`config.mk`:
```
export PLATFORM = sky130hd
export DESIGN_NAME = i2c_slave_rx_flat
export DESIGN_NICKNAME = d
export VERILOG_FILES = /design/src/rtl/i2c_slave_rx_if.sv /design/src/rtl/i2c_slave_rx.sv /design/src/flat_wrapper.sv
export SDC_FILE = /design/constraint.sdc
export NUM_CORES = 1
export LEC_CHECK = 0
export ABC_AREA = 1
export CORE_ASPECT_RATIO = 1.75
export CORE_UTILIZATION = 50
export DETAILED_ROUTE_END_ITERATION = 6
export PLACE_DENSITY = 0.74
export SLEW_MARGIN = 0
export SYNTH_ARGS = -nofsm -noshare
export SYNTH_HDL_FRONTEND = slang
export SYNTH_SLANG_ARGS = --single-unit
export TNS_END_PERCENT = 5
```
`constraint.sdc`:
```
create_clock -name clk -period 1.4 [get_ports clk]
set_input_delay 0.28 -clock clk [delete_from_list [all_inputs] [get_ports clk]]
set_output_delay 0.28 -clock clk [all_outputs]
set_load 0.03 [all_outputs]
```
`src/rtl/i2c_slave_rx_if.sv`:
```
// Bus bundle for the I2C slave receiver: pad-level scl/sda plus the
// downstream byte handshake and status flags.
interface i2c_slave_rx_if;
    logic       scl_i;
    logic       sda_i;
    logic       sda_o;
    logic [7:0] rx_data;
    logic       rx_valid;
    logic       rx_ready;
    logic       rx_first;
    logic       busy;
    logic       stop_det;
    logic       ovf;

    modport slave (
        input  scl_i, sda_i, rx_ready,
        output sda_o, rx_data, rx_valid, rx_first, busy, stop_det, ovf
    );

    modport master (
        output scl_i, sda_i, rx_ready,
        input  sda_o, rx_data, rx_valid, rx_first, busy, stop_det, ovf
    );
endinterface

```
`src/rtl/i2c_slave_rx.sv`:
```
// I2C slave receiver: synchronises and glitch-filters scl/sda, detects
// START/STOP/repeated START, matches a 7-bit address and receives
// master-write bytes into a valid/ready output register, ACKing each byte
// only while the downstream register has room and the byte budget allows.
module i2c_slave_rx #(
    parameter logic [6:0] DEV_ADDR    = 7'h3C,
    parameter int         SYNC_STAGES = 2,
    parameter int         FILTER_LEN  = 3,
    parameter int         MAX_BYTES   = 16
) (
    input  logic            clk,
    input  logic            rst,
    i2c_slave_rx_if.slave   bus
);
    localparam int                CNT_W   = $clog2(MAX_BYTES + 1);
    localparam logic [CNT_W-1:0] MAX_CNT = CNT_W'(MAX_BYTES);

    typedef enum logic [2:0] {
        IDLE     = 3'd0,
        ADDR     = 3'd1,
        ADDR_ACK = 3'd2,
        DATA     = 3'd3,
        DATA_ACK = 3'd4,
        IGNORE   = 3'd5
    } state_t;

    logic [SYNC_STAGES-1:0] scl_sync_r, sda_sync_r;
    logic [FILTER_LEN-1:0]  scl_hist_r, sda_hist_r;
    logic                   scl_f_r, sda_f_r, scl_d_r, sda_d_r;
    logic                   scl_rise_s, scl_fall_s, start_s, stop_s;

    state_t                 state_r, state_s;
    logic [2:0]             bit_cnt_r, bit_cnt_s;
    logic [6:0]             shift_r, shift_s;
    logic [7:0]             byte_s;
    logic                   ack_r, ack_s;
    logic                   ack_drv_r, ack_drv_s;
    logic [CNT_W-1:0]       byte_cnt_r, byte_cnt_s;
    logic                   sda_o_r, sda_o_s;
    logic                   busy_r, busy_s;
    logic                   load_s, ovf_set_s, room_s;
    logic [7:0]             rx_data_r;
    logic                   rx_valid_r, rx_first_r, stop_det_r, ovf_r;

    // Synchroniser, run-length filter and previous-level registers per line
    always_ff @(posedge clk) begin
        if (rst) begin
            scl_sync_r <= {SYNC_STAGES{1'b1}};
            sda_sync_r <= {SYNC_STAGES{1'b1}};
            scl_hist_r <= {FILTER_LEN{1'b1}};
            sda_hist_r <= {FILTER_LEN{1'b1}};
            scl_f_r    <= 1'b1;
            sda_f_r    <= 1'b1;
            scl_d_r    <= 1'b1;
            sda_d_r    <= 1'b1;
        end else begin
            scl_sync_r <= {scl_sync_r[SYNC_STAGES-2:0], bus.scl_i};
            sda_sync_r <= {sda_sync_r[SYNC_STAGES-2:0], bus.sda_i};
            scl_hist_r <= FILTER_LEN'({scl_hist_r, scl_sync_r[SYNC_STAGES-1]});
            sda_hist_r <= FILTER_LEN'({sda_hist_r, sda_sync_r[SYNC_STAGES-1]});
            if (&scl_hist_r)       scl_f_r <= 1'b1;
            else if (~|scl_hist_r) scl_f_r <= 1'b0;
            else                   scl_f_r <= scl_f_r;
            if (&sda_hist_r)       sda_f_r <= 1'b1;
            else if (~|sda_hist_r) sda_f_r <= 1'b0;
            else                   sda_f_r <= sda_f_r;
            scl_d_r <= scl_f_r;
            sda_d_r <= sda_f_r;
        end
    end

    assign scl_rise_s = scl_f_r & ~scl_d_r;
    assign scl_fall_s = ~scl_f_r & scl_d_r;
    assign start_s    = ~sda_f_r & sda_d_r & scl_f_r;
    assign stop_s     = sda_f_r & ~sda_d_r & scl_f_r;
    assign byte_s     = {shift_r, sda_f_r};
    assign room_s     = ~rx_valid_r | bus.rx_ready;

    // Next-state and datapath decisions; bus conditions override bit sampling
    always_comb begin
        state_s    = state_r;
        bit_cnt_s  = bit_cnt_r;
        shift_s    = shift_r;
        ack_s      = ack_r;
        ack_drv_s  = ack_drv_r;
        byte_cnt_s = byte_cnt_r;
        sda_o_s    = sda_o_r;
        busy_s     = busy_r;
        load_s     = 1'b0;
        ovf_set_s  = 1'b0;
        if (stop_s) begin
            state_s   = IDLE;
            sda_o_s   = 1'b1;
            busy_s    = 1'b0;
            ack_drv_s = 1'b0;
            bit_cnt_s = 3'd0;
        end else if (start_s) begin
            state_s    = ADDR;
            bit_cnt_s  = 3'd0;
            byte_cnt_s = {CNT_W{1'b0}};
            sda_o_s    = 1'b1;
            ack_drv_s  = 1'b0;
        end else begin
            case (state_r)
                IDLE: begin
                    sda_o_s = 1'b1;
                end
                ADDR: begin
                    if (scl_rise_s) begin
                        shift_s   = byte_s[6:0];
                        bit_cnt_s = bit_cnt_r + 3'd1;
                        if (bit_cnt_r == 3'd7) begin
                            state_s = ADDR_ACK;
                            ack_s   = (byte_s[7:1] == DEV_ADDR) && !byte_s[0];
                            busy_s  = (byte_s[7:1] == DEV_ADDR) && !byte_s[0];
                        end else begin
                            state_s = ADDR;
                        end
                    end else begin
                        state_s = ADDR;
                    end
                end
                ADDR_ACK, DATA_ACK: begin
                    if (scl_fall_s) begin
                        if (!ack_drv_r) begin
                            sda_o_s   = ~ack_r;
                            ack_drv_s = 1'b1;
                        end else begin
                            sda_o_s   = 1'b1;
                            ack_drv_s = 1'b0;
                            state_s   = ack_r ? DATA : IGNORE;
                        end
                    end else begin
                        state_s = state_r;
                    end
                end
                DATA: begin
                    if (scl_rise_s) begin
                        shift_s   = byte_s[6:0];
                        bit_cnt_s = bit_cnt_r + 3'd1;
                        if (bit_cnt_r == 3'd7) begin
                            state_s = DATA_ACK;
                            if ((byte_cnt_r < MAX_CNT) && room_s) begin
                                load_s     = 1'b1;
                                ack_s      = 1'b1;
                                byte_cnt_s = byte_cnt_r + CNT_W'(1);
                            end else begin
                                ack_s     = 1'b0;
                                ovf_set_s = (byte_cnt_r < MAX_CNT);
                            end
                        end else begin
                            state_s = DATA;
                        end
                    end else begin
                        state_s = DATA;
                    end
                end
                IGNORE: begin
                    sda_o_s = 1'b1;
                end
                default: begin
                    state_s = IDLE;
                    sda_o_s = 1'b1;
                end
            endcase
        end
    end

    // Protocol state registers
    always_ff @(posedge clk) begin
        if (rst) begin
            state_r    <= IDLE;
            bit_cnt_r  <= 3'd0;
            shift_r    <= 7'd0;
            ack_r      <= 1'b0;
            ack_drv_r  <= 1'b0;
            byte_cnt_r <= {CNT_W{1'b0}};
            sda_o_r    <= 1'b1;
            busy_r     <= 1'b0;
            stop_det_r <= 1'b0;
            ovf_r      <= 1'b0;
        end else begin
            state_r    <= state_s;
            bit_cnt_r  <= bit_cnt_s;
            shift_r    <= shift_s;
            ack_r      <= ack_s;
            ack_drv_r  <= ack_drv_s;
            byte_cnt_r <= byte_cnt_s;
            sda_o_r    <= sda_o_s;
            busy_r     <= busy_s;
            stop_det_r <= stop_s;
            ovf_r      <= ovf_r | ovf_set_s;
        end
    end

    // Output byte register; a new load wins over consumption in the same cycle
    always_ff @(posedge clk) begin
        if (rst) begin
            rx_data_r  <= 8'd0;
            rx_valid_r <= 1'b0;
            rx_first_r <= 1'b0;
        end else if (load_s) begin
            rx_data_r  <= byte_s;
            rx_valid_r <= 1'b1;
            rx_first_r <= (byte_cnt_r == {CNT_W{1'b0}});
        end else if (rx_valid_r && bus.rx_ready) begin
            rx_valid_r <= 1'b0;
        end else begin
            rx_valid_r <= rx_valid_r;
        end
    end

    assign bus.sda_o    = sda_o_r;
    assign bus.rx_data  = rx_data_r;
    assign bus.rx_valid = rx_valid_r;
    assign bus.rx_first = rx_first_r;
    assign bus.busy     = busy_r;
    assign bus.stop_det = stop_det_r;
    assign bus.ovf      = ovf_r;
endmodule

```
`src/flat_wrapper.sv`:
```
// flat-port wrapper written by rule: the top's interface ports become plain ports
module i2c_slave_rx_flat 
#(
    parameter logic [6:0] DEV_ADDR    = 7'h3C,
    parameter int         SYNC_STAGES = 2,
    parameter int         FILTER_LEN  = 3,
    parameter int         MAX_BYTES   = 16
)
  (clk, rst, bus_scl_i, bus_sda_i, bus_rx_ready, bus_sda_o, bus_rx_data, bus_rx_valid, bus_rx_first, bus_busy, bus_stop_det, bus_ovf);
  i2c_slave_rx_if bus_i ();
  input  logic clk;
  input  logic rst;
  input wire logic [$bits(bus_i.scl_i)-1:0] bus_scl_i;
  input wire logic [$bits(bus_i.sda_i)-1:0] bus_sda_i;
  input wire logic [$bits(bus_i.rx_ready)-1:0] bus_rx_ready;
  output wire logic [$bits(bus_i.sda_o)-1:0] bus_sda_o;
  output wire logic [$bits(bus_i.rx_data)-1:0] bus_rx_data;
  output wire logic [$bits(bus_i.rx_valid)-1:0] bus_rx_valid;
  output wire logic [$bits(bus_i.rx_first)-1:0] bus_rx_first;
  output wire logic [$bits(bus_i.busy)-1:0] bus_busy;
  output wire logic [$bits(bus_i.stop_det)-1:0] bus_stop_det;
  output wire logic [$bits(bus_i.ovf)-1:0] bus_ovf;
  assign bus_i.scl_i = bus_scl_i;
  assign bus_i.sda_i = bus_sda_i;
  assign bus_i.rx_ready = bus_rx_ready;
  assign bus_sda_o = bus_i.sda_o;
  assign bus_rx_data = bus_i.rx_data;
  assign bus_rx_valid = bus_i.rx_valid;
  assign bus_rx_first = bus_i.rx_first;
  assign bus_busy = bus_i.busy;
  assign bus_stop_det = bus_i.stop_det;
  assign bus_ovf = bus_i.ovf;
  i2c_slave_rx #(.DEV_ADDR(DEV_ADDR), .SYNC_STAGES(SYNC_STAGES), .FILTER_LEN(FILTER_LEN), .MAX_BYTES(MAX_BYTES)) u_core (.clk(clk), .rst(rst), .bus(bus_i));
endmodule
```
== Word level (Yosys, flattened, before mapping) ==
Cells that the tools add are included.
W data, S select, Z words.

* Add/sub/neg operators: 2
* Order comparisons: 1
* Equality and inequality tests: 16
* Muxes and demuxes: 37
* Bitwise gates (word level): 18
* Reductions and logical operators: 32

{| class="wikitable"
|+ Operators with widths
! kind !! count
|-
| $mux W5 || 5
|-
| $mux W1 || 22
|-
| $mux W3 || 5
|-
| $ne A2 B1 Y1 const B || 7
|-
| $pmux W3 S4 || 1
|-
| $reduce_and A3 Y1 || 4
|-
| $reduce_bool A2 Y1 || 6
|-
| $reduce_or A2 Y1 || 6
|-
| $not A1 Y1 || 10
|-
| $eq A3 B3 Y1 const B || 3
|-
| $reduce_or A3 Y1 || 3
|-
| $reduce_and A4 Y1 || 2
|-
| $eq A7 B6 Y1 const B || 1
|-
| $reduce_and A7 Y1 || 1
|-
| $and A1 B1 Y1 || 6
|-
| $eq A3 B2 Y1 const B || 2
|-
| $ne A3 B1 Y1 const B || 2
|-
| $reduce_and A2 Y1 || 3
|-
| $add A5 B1 Y5 const B || 1
|-
| $logic_not A5 Y1 || 1
|-
| $lt A5 B5 Y1 const B || 1
|-
| $reduce_and A5 Y1 || 1
|-
| $mux W2 || 2
|-
| $pmux W1 S2 || 2
|-
| 6 further kinds || 9
|}

* Register bits after elaboration: 48
* Output and inout port bits: 14

== Depth between registers and ports, before layout ==
* Word-level depth: 10
* Depth in mapped cells: 8
* Gate-level depth less buffers: 8

== Worst setup path after synthesis ==
Ideal clock, no wire load.

* Kind: reg2reg
* From: register u_core.bit_cnt_r[0]
* To: register u_core.rx_data_r[0], in the netlist u_core.bus.rx_data[0]
* Setup time: 113 ps
* Arrival time: 1246 ps
* Required time: 1287 ps
* Setup slack: 41 ps
* Stages on the path, launching flop included: 9
* Buffers on the path: 1
* Cell sequence: dfxtp_1 -> ha_1 -> ha_1 -> nand2_4 -> nor2_4 -> nand2_4 -> buf_6 -> o21ai_1 -> nor2_1

* Longest elaborated chain between the ends: 6

{| class="wikitable"
|+ RTL lines
! what !! RTL line !! source
|-
| from (decl) || i2c_slave_rx.sv:33 || <nowiki>logic [2:0] bit_cnt_r, bit_cnt_s;</nowiki>
|-
| from (signal assigned) || i2c_slave_rx.sv:184 || <nowiki>bit_cnt_r <= bit_cnt_s;</nowiki>
|-
| $eq A3 B3 Y1 || i2c_slave_rx.sv:141 || <nowiki>if (bit_cnt_r == 3'd7) begin</nowiki>
|-
| $mux W1 || i2c_slave_rx.sv:141 ||
|-
| $mux W1 || i2c_slave_rx.sv:138 || <nowiki>if (scl_rise_s) begin</nowiki>
|-
| $mux W1 || i2c_slave_rx.sv:104 || <nowiki>case (state_r)</nowiki>
|-
| $mux W1 || i2c_slave_rx.sv:97 || <nowiki>end else if (start_s) begin</nowiki>
|-
| $mux W1 || i2c_slave_rx.sv:91 || <nowiki>if (stop_s) begin</nowiki>
|-
| to (signal assigned) || i2c_slave_rx.sv:203 || <nowiki>rx_data_r <= byte_s;</nowiki>
|-
| to (decl) || i2c_slave_rx.sv:42 || <nowiki>logic [7:0] rx_data_r;</nowiki>
|}

Every way passes these cells.
A chain may end at the register's enable or synchronous reset.

== Final worst setup path ==
* From: register u_core.rx_valid_r, in the netlist u_core.bus.rx_valid
* To: output port bus_rx_valid

{| class="wikitable"
|+ RTL lines
! what !! RTL line !! source
|-
| from (decl) || i2c_slave_rx.sv:43 || <nowiki>logic rx_valid_r, rx_first_r, stop_det_r, ovf_r;</nowiki>
|-
| from (signal assigned) || i2c_slave_rx.sv:209 || <nowiki>rx_valid_r <= rx_valid_r;</nowiki>
|-
| to (decl) || flat_wrapper.sv:18 || <nowiki>output wire logic [$bits(bus_i.rx_valid)-1:0] bus_rx_valid;</nowiki>
|}

No word-level cell between the ends.

==> reports/results.txt <==
Stages on worst setup path = 1
CP Class = register to primary output
Critical-path cell list = dlygate4sd2_1
Crit-path max cell delay = 0.41 ns
Post-Synthesis Cells = 262
Synth Area in Simple Gates = 30.5%
Reg clk slew, reported paths = 0.08 ns
Antenna fix cells = 0
Final Hold Slack = 0.417 ns
DP Worst Slack = -0.240 ns
First-pass GRT wire length = 7460 microns
XOR/XNOR share of the synthesized area = 1.71%
Initial Utilization = 52.6%
Post-synth top area share = 46.8%
Pwr/cell area = 922 nW/um^2
Reg2reg path depth = 8
CP Launch Type = register
Nets = 311
CP max stage cell = dlygate4sd2_1
Die Wd = 50.5 microns
DR vias/cell = 5.14
Top cell type by total area after synthesis = dfxtp_1
Cell area after synthesis = 2050 sq um
Yosys warnings = 0
CTS H-tree lvls = 2
Period Utilization, post-route = 97.0%
Fraction of layout instances using a drive strength above 1 = 22.6%
Die ar. = 4380 sq um
Drt pass-1 iters = 4
Pwr Total = 0.00235 W
Ys async rst share = 0%
Worst hold path type = register to register
GRT Total Usage = 22.6%
Grt total ovfl = 0
Critical path arrival = 1.08 ns
Antenna violations before repair = 0
Crit path max fanout = 3
CTS Buf Count = 5
Final core utilization = 65.4%
GPL Wtd Cong = 0.905
Final setup viols = 0
Vias in the first global route = 1746
Mux cell area share after synthesis = 0%
Clk buf depth = 2
Clock latency on the worst-skew pair = 0.30 ns
Worst Hold Depth = 1
Drt total wl = 4290 microns
Slew @ Worst Pin = 0.294 ns
Wire length per cell = 12.3 microns
Largest net degree at the start of global routing = 22
Post-Synth Adder-Cell Area = 3.05%
I/O pins = 19
Row cnt = 30
CP Capture Type = primary output
Hpwl dp = 3220 microns
Buf/Inv on CP = 1
EDFF count, synth = 0
Worst EP required = 1.12 ns
Core area = 3900 sq um
Yosys reg bits = 48
Seq/Total Area, Yosys = 46.8%
Maximum vdd drop = 1000 uV
Max_cap viols = 0
Distinct cell type count after synthesis = 29
Final period demand of the worst path = 1.36 ns
Peak Freq = 736 MHz
Syn Nets = 272
DR vias = 1793
Status = completed
Syn avg cell area = 7.84 sq um
# DRC = 0
Final ANT Viol Nets = 0
Final worst slack = 0.0417 ns
I/O Buffers = 18
Clk_skew = 0.00674 ns
Unrepaired setup endpoints after global routing = true
Die height = 86.8 microns
DRT iter0 DRCs = 30
Top post-synthesis cells by area = dfxtp_1 (47%), nor2_1 (9.0%), nand2_1 (6.6%)
CTS tree = done
Relative slew slack = 80.2%
Largest family of logic cells by synthesized area = simple AND/OR/NAND/NOR gates
Leak = 1.17 nW
Layout overhead on the synthesized area = 24.3%
Most used DFF post-synth = dfxtp_1
Final slew viol count = 0
Crit-path leading delay family = buffers and inverters
Final Hold Violating Endpoints = 0
Clock Sinks = 48
Complex-gate fraction of the synthesized area = 12.2%
Clk root buf = clkbuf_8
## worst paths after layout
check	from	slack, ns	end
hold reg to reg	u_core.sda_sync_r[1]	0.42	u_core.sda_hist_r[0]
setup / recovery	u_core.bus.rx_valid	0.04	bus_rx_valid
hold / removal	u_core.sda_sync_r[1]	0.42	u_core.sda_hist_r[0]
setup reg to reg	u_core.bit_cnt_r[0]	0.05	u_core.byte_cnt_r[2]
## synthesized netlist by cell type, types with 2 or more instances
cell type	number
nand3_1	17
xor2_1	2
nand2_4	3
nor2_4	2
dfxtp_1	48
a21oi_1	17
o21ai_2	5
clkbuf_1	4
nor2_1	49
o21ai_1	6
o21ai_0	11
xnor2_1	2
or2_2	10
nand2_1	36
nor3_1	4
nand4_1	3
nor2_2	2
o211ai_1	3
inv_1	21
ha_1	5
inv_2	4
## kinds of logic after synthesis
group | count (synthesis)
AOI/OAI and AO/OA | 44
and+or+nand+nor | 131
xor gates and xnor gates | 4
DFF | 48
adders and majority gates | 5
buffers and inverters | 30
## sequential cells by signal, indices dropped and copies added (netlist names)
name / count
u_core.ack_r: 1
u_core.bus.rx_data: 8
u_core.sda_sync_r: 2
u_core.scl_f_r: 1
u_core.bus.busy: 1
u_core.bus.sda_o: 1
u_core.sda_d_r: 1
u_core.sda_f_r: 1
u_core.ack_drv_r: 1
u_core.byte_cnt_r: 5
u_core.bus.stop_det: 1
u_core.shift_r: 7
u_core.bus.rx_valid: 1
u_core.scl_hist_r: 3
u_core.scl_sync_r: 2
u_core.state_r: 3
u_core.bus.ovf: 1
u_core.bus.rx_first: 1
u_core.scl_d_r: 1
u_core.sda_hist_r: 3
u_core.bit_cnt_r: 3
## power breakdown
part	internal, W	total [W]	switching, W	leakage (nW)
Sequential	0.00139	0.00140	0.0000162	0.388
Clock	0.000339	0.000791	0.000452	0.0400
Combinational	0.0000726	0.000162	0.0000891	0.745
Total	0.00180	0.00235	0.000557	1.17
## timing repair
item                       4_1_cts  5_1_grt
setup buffers                    0        3
setup endpoints to repair       25       28
pin swaps                        0        5
gates cloned                     0        0
resized for setup               20       14
hold buffers                     0        0
## layout by cell type (no fill, tap or decap), types with 3 or more instances in the layout
cell              n
o21ai_2           5
buf_4            18
clkdlybuf4s50_1   4
dfxtp_2           5
ha_1              3
clkbuf_8          5
dlygate4sd2_1    14
o21ai_1           8
dfxtp_1          43
nand4_1           3
or2_2            10
nand2_4           3
nand3_1          15
nor3_1            4
nor2_1           47
nand2_1          36
inv_2             3
nand3_2           3
inv_1            21
o21ai_0           9
nor2_4            4
a21oi_1          15
o211ai_1          3
## through the flow
step / cell area [sq um] / cells / TNS [ns]
finish: 2550 / 349 / 0
global route: 2550 / 349 / -0.209
CTS: 2480 / 346 / -0.0440
detailed placement: 2400 / 339 / -2.88
global placement: 2400 / 339 / -2.01
floorplan: 2050 / 262 / 0
## metal layers
metal | share of wire [%] | wire length, microns | GRT usage, %
met2 | 52 | 2240 | 40.4
met3 | 2.8 | 118 | 4.56
met5 | 0 | 0 | 0
met1 | 40 | 1720 | 23.1
met4 | 4.7 | 203 | 15.2
## layout make-up
type                            instances  area, sq um
Multi-Input combinational cell        184         1030
Sequential cell                        48          967
Fill cell                             349         1350
Inverter                               25         96.3
Timing Repair Buffer                   37          318
Clock buffer                            5         68.8
Clock inverter                          2         12.5
Tap cell                               48         60.1
(Power assumes the default switching activity.)
